--- src/rtl/shk_spi_arbiter.sv ---
`default_nettype none
// ============================================================================
//  Module      : shk_spi_arbiter
//  Description : Round-robin arbiter that shares one shake-bus slave port
//                (the SPI shake bridge) between NUM_REQ shake masters. One
//                transaction is in flight at a time, and each transaction has
//                a response timeout. Sticky error info is kept for monitoring.
//  Revision    : 1.0 - initial release
// ----------------------------------------------------------------------------
//  Ports
//    i_sys_clk / i_sys_resetn   clock, asynchronous active-low reset
//    s_shk_req_*                requester side (packed per-requester slices
//                               in, one-hot ready and broadcast response out)
//    m_shk_spi_*                bridge side (request out, response in)
//    i_err_clr                  clears the sticky error bits [1:0]
//    m_err_arb_info1            {last timed-out index[1:0], drop, timeout}
// ============================================================================
module shk_spi_arbiter #(
    parameter int NUM_REQ     = 2,
    parameter int WD_SHK_DATA = 8,
    parameter int WD_SHK_ADDR = 8,
    parameter int TIMEOUT_CYC = 1024,
    parameter int WD_ERR_INFO = 4
) (
    input  logic                           i_sys_clk,
    input  logic                           i_sys_resetn,
    input  logic [NUM_REQ-1:0]             s_shk_req_valid,
    input  logic [NUM_REQ-1:0]             s_shk_req_msync,
    input  logic [NUM_REQ*WD_SHK_DATA-1:0] s_shk_req_mdata,
    input  logic [NUM_REQ*WD_SHK_ADDR-1:0] s_shk_req_maddr,
    output logic [NUM_REQ-1:0]             s_shk_req_ready,
    output logic                           s_shk_req_ssync,
    output logic [WD_SHK_DATA-1:0]         s_shk_req_sdata,
    output logic [WD_SHK_ADDR-1:0]         s_shk_req_saddr,
    output logic                           m_shk_spi_valid,
    output logic                           m_shk_spi_msync,
    output logic [WD_SHK_DATA-1:0]         m_shk_spi_mdata,
    output logic [WD_SHK_ADDR-1:0]         m_shk_spi_maddr,
    input  logic                           m_shk_spi_ready,
    input  logic                           m_shk_spi_ssync,
    input  logic [WD_SHK_DATA-1:0]         m_shk_spi_sdata,
    input  logic [WD_SHK_ADDR-1:0]         m_shk_spi_saddr,
    input  logic                           i_err_clr,
    output logic [WD_ERR_INFO-1:0]         m_err_arb_info1
);

    localparam int GW = (NUM_REQ > 2) ? 2 : 1;
    localparam int CW = (TIMEOUT_CYC > 2) ? $clog2(TIMEOUT_CYC) : 1;

    typedef enum logic [1:0] {
        ST_IDLE    = 2'd0,
        ST_ISSUE   = 2'd1,
        ST_RESP    = 2'd2,
        ST_RELEASE = 2'd3
    } state_t;

    state_t                    state_q;
    logic [GW-1:0]             ptr_q;
    logic [GW-1:0]             gnt_q;
    logic [CW-1:0]             cnt_q;
    logic                      drop_q;
    logic                      m_valid_q;
    logic                      m_msync_q;
    logic [WD_SHK_DATA-1:0]    m_mdata_q;
    logic [WD_SHK_ADDR-1:0]    m_maddr_q;
    logic [NUM_REQ-1:0]        s_ready_q;
    logic                      s_ssync_q;
    logic [WD_SHK_DATA-1:0]    s_sdata_q;
    logic [WD_SHK_ADDR-1:0]    s_saddr_q;
    logic [WD_ERR_INFO-1:0]    err_q;
    logic [WD_ERR_INFO-1:0]    err_d;

    logic [WD_SHK_DATA-1:0]    req_mdata_w [NUM_REQ];
    logic [WD_SHK_ADDR-1:0]    req_maddr_w [NUM_REQ];
    logic                      sel_found_w;
    logic [GW-1:0]             sel_idx_w;
    logic [NUM_REQ-1:0]        gnt_oh_w;
    logic                      to_hit_w;
    logic                      gnt_valid_w;

    // (base + k) mod NUM_REQ, with base < NUM_REQ and k < NUM_REQ
    function automatic logic [GW-1:0] wrap_add(input logic [GW-1:0] base, input int k);
        int s;
        s = int'(base) + k;
        if (s >= NUM_REQ) begin
            s = s - NUM_REQ;
        end
        return GW'(s);
    endfunction

    for (genvar gi = 0; gi < NUM_REQ; gi++) begin : g_unpack
        assign req_mdata_w[gi] = s_shk_req_mdata[gi*WD_SHK_DATA +: WD_SHK_DATA];
        assign req_maddr_w[gi] = s_shk_req_maddr[gi*WD_SHK_ADDR +: WD_SHK_ADDR];
    end

    // First valid requester at or above the pointer, wrapping around
    always_comb begin
        sel_found_w = 1'b0;
        sel_idx_w   = '0;
        for (int k = 0; k < NUM_REQ; k++) begin
            if (!sel_found_w && s_shk_req_valid[wrap_add(ptr_q, k)]) begin
                sel_found_w = 1'b1;
                sel_idx_w   = wrap_add(ptr_q, k);
            end
        end
    end

    assign gnt_oh_w    = {{(NUM_REQ-1){1'b0}}, 1'b1} << gnt_q;
    assign to_hit_w    = (cnt_q == CW'(TIMEOUT_CYC - 1));
    assign gnt_valid_w = s_shk_req_valid[gnt_q];

    // Sticky error bits: clear first, then let same-cycle set events win
    always_comb begin
        err_d = err_q;
        if (i_err_clr) begin
            err_d[1:0] = 2'b00;
        end
        if (state_q == ST_ISSUE && !gnt_valid_w) begin
            err_d[1] = 1'b1;
        end
        if (state_q == ST_ISSUE && !m_shk_spi_ready && to_hit_w) begin
            err_d[0]   = 1'b1;
            err_d[3:2] = 2'(gnt_q);
        end
    end

    always_ff @(posedge i_sys_clk or negedge i_sys_resetn) begin
        if (!i_sys_resetn) begin
            state_q   <= ST_IDLE;
            ptr_q     <= '0;
            gnt_q     <= '0;
            cnt_q     <= '0;
            drop_q    <= 1'b0;
            m_valid_q <= 1'b0;
            m_msync_q <= 1'b0;
            m_mdata_q <= '0;
            m_maddr_q <= '0;
            s_ready_q <= '0;
            s_ssync_q <= 1'b0;
            s_sdata_q <= '0;
            s_saddr_q <= '0;
            err_q     <= '0;
        end else begin
            err_q     <= err_d;
            s_ready_q <= '0;
            case (state_q)
                ST_IDLE: begin
                    if (sel_found_w) begin
                        gnt_q     <= sel_idx_w;
                        m_msync_q <= s_shk_req_msync[sel_idx_w];
                        m_mdata_q <= req_mdata_w[sel_idx_w];
                        m_maddr_q <= req_maddr_w[sel_idx_w];
                        m_valid_q <= 1'b1;
                        cnt_q     <= '0;
                        drop_q    <= 1'b0;
                        state_q   <= ST_ISSUE;
                    end
                end
                ST_ISSUE: begin
                    // The bridge cannot abort, so a dropped request only
                    // suppresses the response pulse once the bridge is done.
                    if (!gnt_valid_w) begin
                        drop_q <= 1'b1;
                    end
                    if (m_shk_spi_ready) begin
                        m_valid_q <= 1'b0;
                        s_ssync_q <= m_shk_spi_ssync;
                        s_sdata_q <= m_shk_spi_sdata;
                        s_saddr_q <= m_shk_spi_saddr;
                        s_ready_q <= (drop_q || !gnt_valid_w) ? '0 : gnt_oh_w;
                        cnt_q     <= '0;
                        state_q   <= ST_RESP;
                    end else if (to_hit_w) begin
                        m_valid_q <= 1'b0;
                        s_ssync_q <= 1'b0;
                        s_sdata_q <= '0;
                        s_saddr_q <= m_maddr_q;
                        s_ready_q <= (drop_q || !gnt_valid_w) ? '0 : gnt_oh_w;
                        cnt_q     <= '0;
                        state_q   <= ST_RESP;
                    end else begin
                        cnt_q <= cnt_q + CW'(1);
                    end
                end
                ST_RESP: begin
                    if (drop_q) begin
                        ptr_q   <= wrap_add(gnt_q, 1);
                        state_q <= ST_IDLE;
                    end else begin
                        state_q <= ST_RELEASE;
                    end
                end
                ST_RELEASE: begin
                    if (!gnt_valid_w) begin
                        ptr_q   <= wrap_add(gnt_q, 1);
                        state_q <= ST_IDLE;
                    end
                end
                default: begin
                    state_q <= ST_IDLE;
                end
            endcase
        end
    end

    assign s_shk_req_ready = s_ready_q;
    assign s_shk_req_ssync = s_ssync_q;
    assign s_shk_req_sdata = s_sdata_q;
    assign s_shk_req_saddr = s_saddr_q;
    assign m_shk_spi_valid = m_valid_q;
    assign m_shk_spi_msync = m_msync_q;
    assign m_shk_spi_mdata = m_mdata_q;
    assign m_shk_spi_maddr = m_maddr_q;
    assign m_err_arb_info1 = err_q;

endmodule
`default_nettype wire
--- config.mk ---
export PLATFORM = sky130hd
export DESIGN_NAME = shk_spi_arbiter
export DESIGN_NICKNAME = d
export VERILOG_FILES = /design/src/rtl/shk_spi_arbiter.sv
export SDC_FILE = /design/constraint.sdc
export NUM_CORES = 1
export LEC_CHECK = 0
export ABC_CLOCK_PERIOD_IN_PS = 1800
export BUFFER_PORTS_ARGS = -buffer_cell sky130_fd_sc_hd__buf_2
export CAP_MARGIN = 10
export CORE_UTILIZATION = 30
export CTS_CLUSTER_SIZE = 12
export DETAILED_ROUTE_END_ITERATION = 16
export GPL_TIMING_DRIVEN = 0
export PLACE_DENSITY = 0.66
export SLEW_MARGIN = 20
export SYNTH_ARGS = -nofsm -noshare
export SYNTH_HDL_FRONTEND = slang
export SYNTH_SLANG_ARGS = --single-unit
--- constraint.sdc ---
create_clock -name i_sys_clk -period 1.8 [get_ports i_sys_clk]
set_clock_uncertainty 0.1 [all_clocks]
set_input_delay 0.54 -clock i_sys_clk [delete_from_list [all_inputs] [get_ports i_sys_clk]]
set_output_delay 0.54 -clock i_sys_clk [all_outputs]
set_load 0.005 [all_outputs]
==> summary.md <==
| Metric | Value |
|---|---|
| CTS Hold Buffers Added | 0 |
| Post-synthesis net count | 305 |
| Num rows | 32 |
| Number of clock sinks | 55 |
| Largest area contributor in the netlist | dfrtp_1 |
| Final period util | 96.9% |
| Effective utilization at floorplan | 31.8% |
| Transition time at the pin with the least slew margin | 0.701 ns |
| Synth top area share | 54.9% |
| Worst setup EP type | register |
| Synth Area per Inst | 10.2 µm² |
| Number of max-slew violations in the final report | 0 |
| Die boundary height | 93.4 µm |
| Starting DRC count in detailed routing | 125 |
| Largest driver fanout on the critical path | 10 |
| HPWL reported at the end of detailed placement | 4.57 mm |
| Die area | 8730 µm² |
| Post-Route WL | 6.49 mm |
| Class of the tightest hold or removal check | in -> async |
| Status | finished, final reports clean |
| Required time at the endpoint of the critical path | 1.90 ns |
| Number of setup violations in the final report | 0 |
| Number of warning messages in the yosys log | 0 |
| ANT nets after route | 0 |
| Worst slew margin | 53.2% |
| Clk buf depth | 2 |
| Post-route DRC | 0 |
| Clock tree from TritonCTS | yes |
| Post-synth design cell area | 2510 µm² |
| Number of antenna cells inserted | 0 |
| Layout Area Growth over Synthesis | 31.0% |
| Pin count of the biggest net entering global routing | 56 |
| Ratio of cells with drive above 1 in the final layout | 37.7% |
| Number of buffer cells added on primary ports | 96 |
| CP startpoint kind | register |
| Final hold violation count | 0 |
| Overall power after layout | 4740 µW |
| Die Width | 93.4 µm |
| Number of global-route vias before repair | 2,245 |
| FMAX | 573 MHz |
| Worst hold slack | 0.162 ns |
| Synth cell types | 40 |
| Total number of nets in the final design | 410 |
| #FFs+latches synth | 55 |
| Number of CTS-inserted buffers | 5 |
| Clock network latency to the later pin of the worst-skew pair | 0.32 ns |
| WS Path Type | reg -> reg |
| Vias post-DR | 2,203 |
| Worst endpoint data arrival time | 1.85 ns |
| Biggest area contributors in the synthesized netlist | dfrtp_1 55%, mux2i_1 7.2%, nor2_1 6.0% |
| Core region area | 7890 µm² |
| Final Wtd Congestion | 0.754 |
| CTS H-Tree Depth | 2 |
| Mapped Cells | 247 |
| Number of placed I/O pins | 98 |
| Clock period minus final worst setup slack | 1.74 ns |
| Max-Cap Viols | 0 |
| Worst IR Drop VDD | 604 µV |
| Global-route usage over all layers | 16.0% |
| Leakage dissipation | 0.00163 µW |
| Areal power density over the cells | 1440 nW/µm² |
| Clock-pin slew on the worst setup and hold paths | 0.11 ns |
| Vias per Instance | 4.84 |
| Cell at the root of the clock tree | clkbuf_8 |
| Antenna violations before repair | 0 |
| Wirelength per Cell | 14.3 µm |
| First-pass GRT wire length | 10.8 mm |
| Total congestion overflow | 0 |
| Initial DRT Pass Iterations | 4 |
| Sequential share of the synthesized area | 54.9% |
-- logic make-up (layout without fill, tap and decap cells) --
| group | after synthesis | after routing | share of synthesized area, % |
|---|---|---|---|
| AOI/OAI and AO/OA | 59 | 59 | 14.8 |
| xor gates and xnor gates | 5 | 5 | 1.75 |
| buffers and inverters | 23 | 129 | 4.44 |
| and+or+nand+nor | 84 | 84 | 15.8 |
| other | 1 | 1 | 0.150 |
| adders and majority gates | 1 | 1 | 0.499 |
| muxes | 19 | 19 | 7.63 |
| DFF | 55 | 55 | 54.9 |
-- sequential cells by signal, indices dropped and copies added (netlist names) --
signal and flops:
cnt_q 10, drop_q 1, gnt_q 1, m_err_arb_info1 3, m_shk_spi_maddr 8, m_shk_spi_mdata 8
m_shk_spi_msync 1, m_shk_spi_valid 1, ptr_q 1, s_shk_req_ready 2, s_shk_req_saddr 8, s_shk_req_sdata 8
s_shk_req_ssync 1, state_q 2
-- critical path, cell delays in order (launching register included) --
cell	delay, ns
dfrtp_1	0.39
ha_1	0.17
and3_4	0.23
a31o_2	0.19
nand2_1	0.13
buf_6	0.18
a22o_1	0.24
-- per-stage QoR --
| stage | TNS [ns] | cell area (µm²) | cells | worst slack, ns | util, % |
|---|---|---|---|---|---|
| 4_1_cts | 0 | 3260 | 454 | 0.0183 | 41.3 |
| 3_3_place_gp | -9.03 | 3120 | 445 | -0.301 | 39.5 |
| 2_1_floorplan | 0 | 2510 | 247 | 0.0427 | - |
| 5_1_grt | -0.00439 | 3290 | 455 | -0.00340 | 41.7 |
| 6_report | 0 | 3290 | 455 | 0.0561 | 41.7 |
| 3_5_place_dp | -9.78 | 3120 | 445 | -0.317 | 39.5 |
-- metal layers --
metal | routed length, µm | track usage (%)
met1 | 2860 | 20.4
met2 | 3050 | 26.5
met3 | 481 | 4.23
met4 | 93 | 5.13
met5 | 0 | 0
-- report_power, final --
group	internal, µW	total, µW	switching, µW
clock	287	725	438
sequential	1700	2020	315
combinational	948	2000	1050
total	2930	4740	1800
-- path summary, 6_finish.rpt --
check,slack (ns),cells past startpoint,from,endpoint
worst min-delay path,0.16,1,i_sys_resetn,m_shk_spi_mdata[1]
worst max-delay path,0.06,6,cnt_q[1],s_shk_req_sdata[2]
max in group asynchronous,0.97,1,i_sys_resetn,cnt_q[4]
worst min register to register,0.41,2,m_err_arb_info1[2],m_err_arb_info1[2]
min in group i_sys_clk,0.32,2,i_err_clr,m_err_arb_info1[1]
worst max register to register,0.06,6,cnt_q[1],s_shk_req_sdata[2]
-- cell type report --
| cell class | instances | area (µm²) |
|---|---|---|
| buffer | 14 | 95.1 |
| clock buffer | 5 | 68.8 |
| clock inverter | 3 | 27.5 |
| fill | 770 | 4600 |
| inverter | 6 | 22.5 |
| multi-input combinational | 169 | 1050 |
| sequential | 55 | 1380 |
| tap | 102 | 128 |
| timing repair buffer | 101 | 520 |
-- Yosys cell counts --
master     n
a21oi_2    1
a21o_1     1
dfrtp_1   55
nand2_1   12
buf_2      8
nor2b_1    1
o31ai_1    2
or2_0      1
clkbuf_1   5
and2_1     3
nor3_1    10
nor3_2     2
o22ai_1    8
nand3_1    4
a21oi_1   21
and4_1     1
nand2b_1   1
nor3b_1    1
o32ai_1    1
and3_1     1
nand4_1    3
a21boi_0   2
xnor2_1    2
a22o_1    10
xor2_1     3
buf_4      2
a32o_1     1
or4_4      1
a31o_2     1
conb_1     1
buf_6      1
mux2i_1   18
nor2_1    40
o21ai_0   11
nor4b_1    1
mux2_2     1
inv_1      6
ha_1       1
buf_1      1
nor4_1     2
-- cell usage in the layout (no fill, tap or decap), drive strengths merged, types with 2 or more instances in the layout --
cell	count
inv	7
xor2	3
buf	113
nor3	12
nor2	40
nor4	2
o31ai	2
mux2i	18
clkbuf	7
o22ai	8
o21ai	11
a22o	10
a21oi	22
and2	3
a21boi	2
nand3	4
dfrtp	55
nand2	12
nand4	3
xnor2	2
-- repair_timing --
action                                  4_1_cts  5_1_grt
gates cloned                                  0        0
pin swaps                                     1        0
buffers inserted                              4        1
resized for setup                             7        9
endpoints found under the setup margin       46       20
Note: power is estimated with default switching activity, not from simulation.
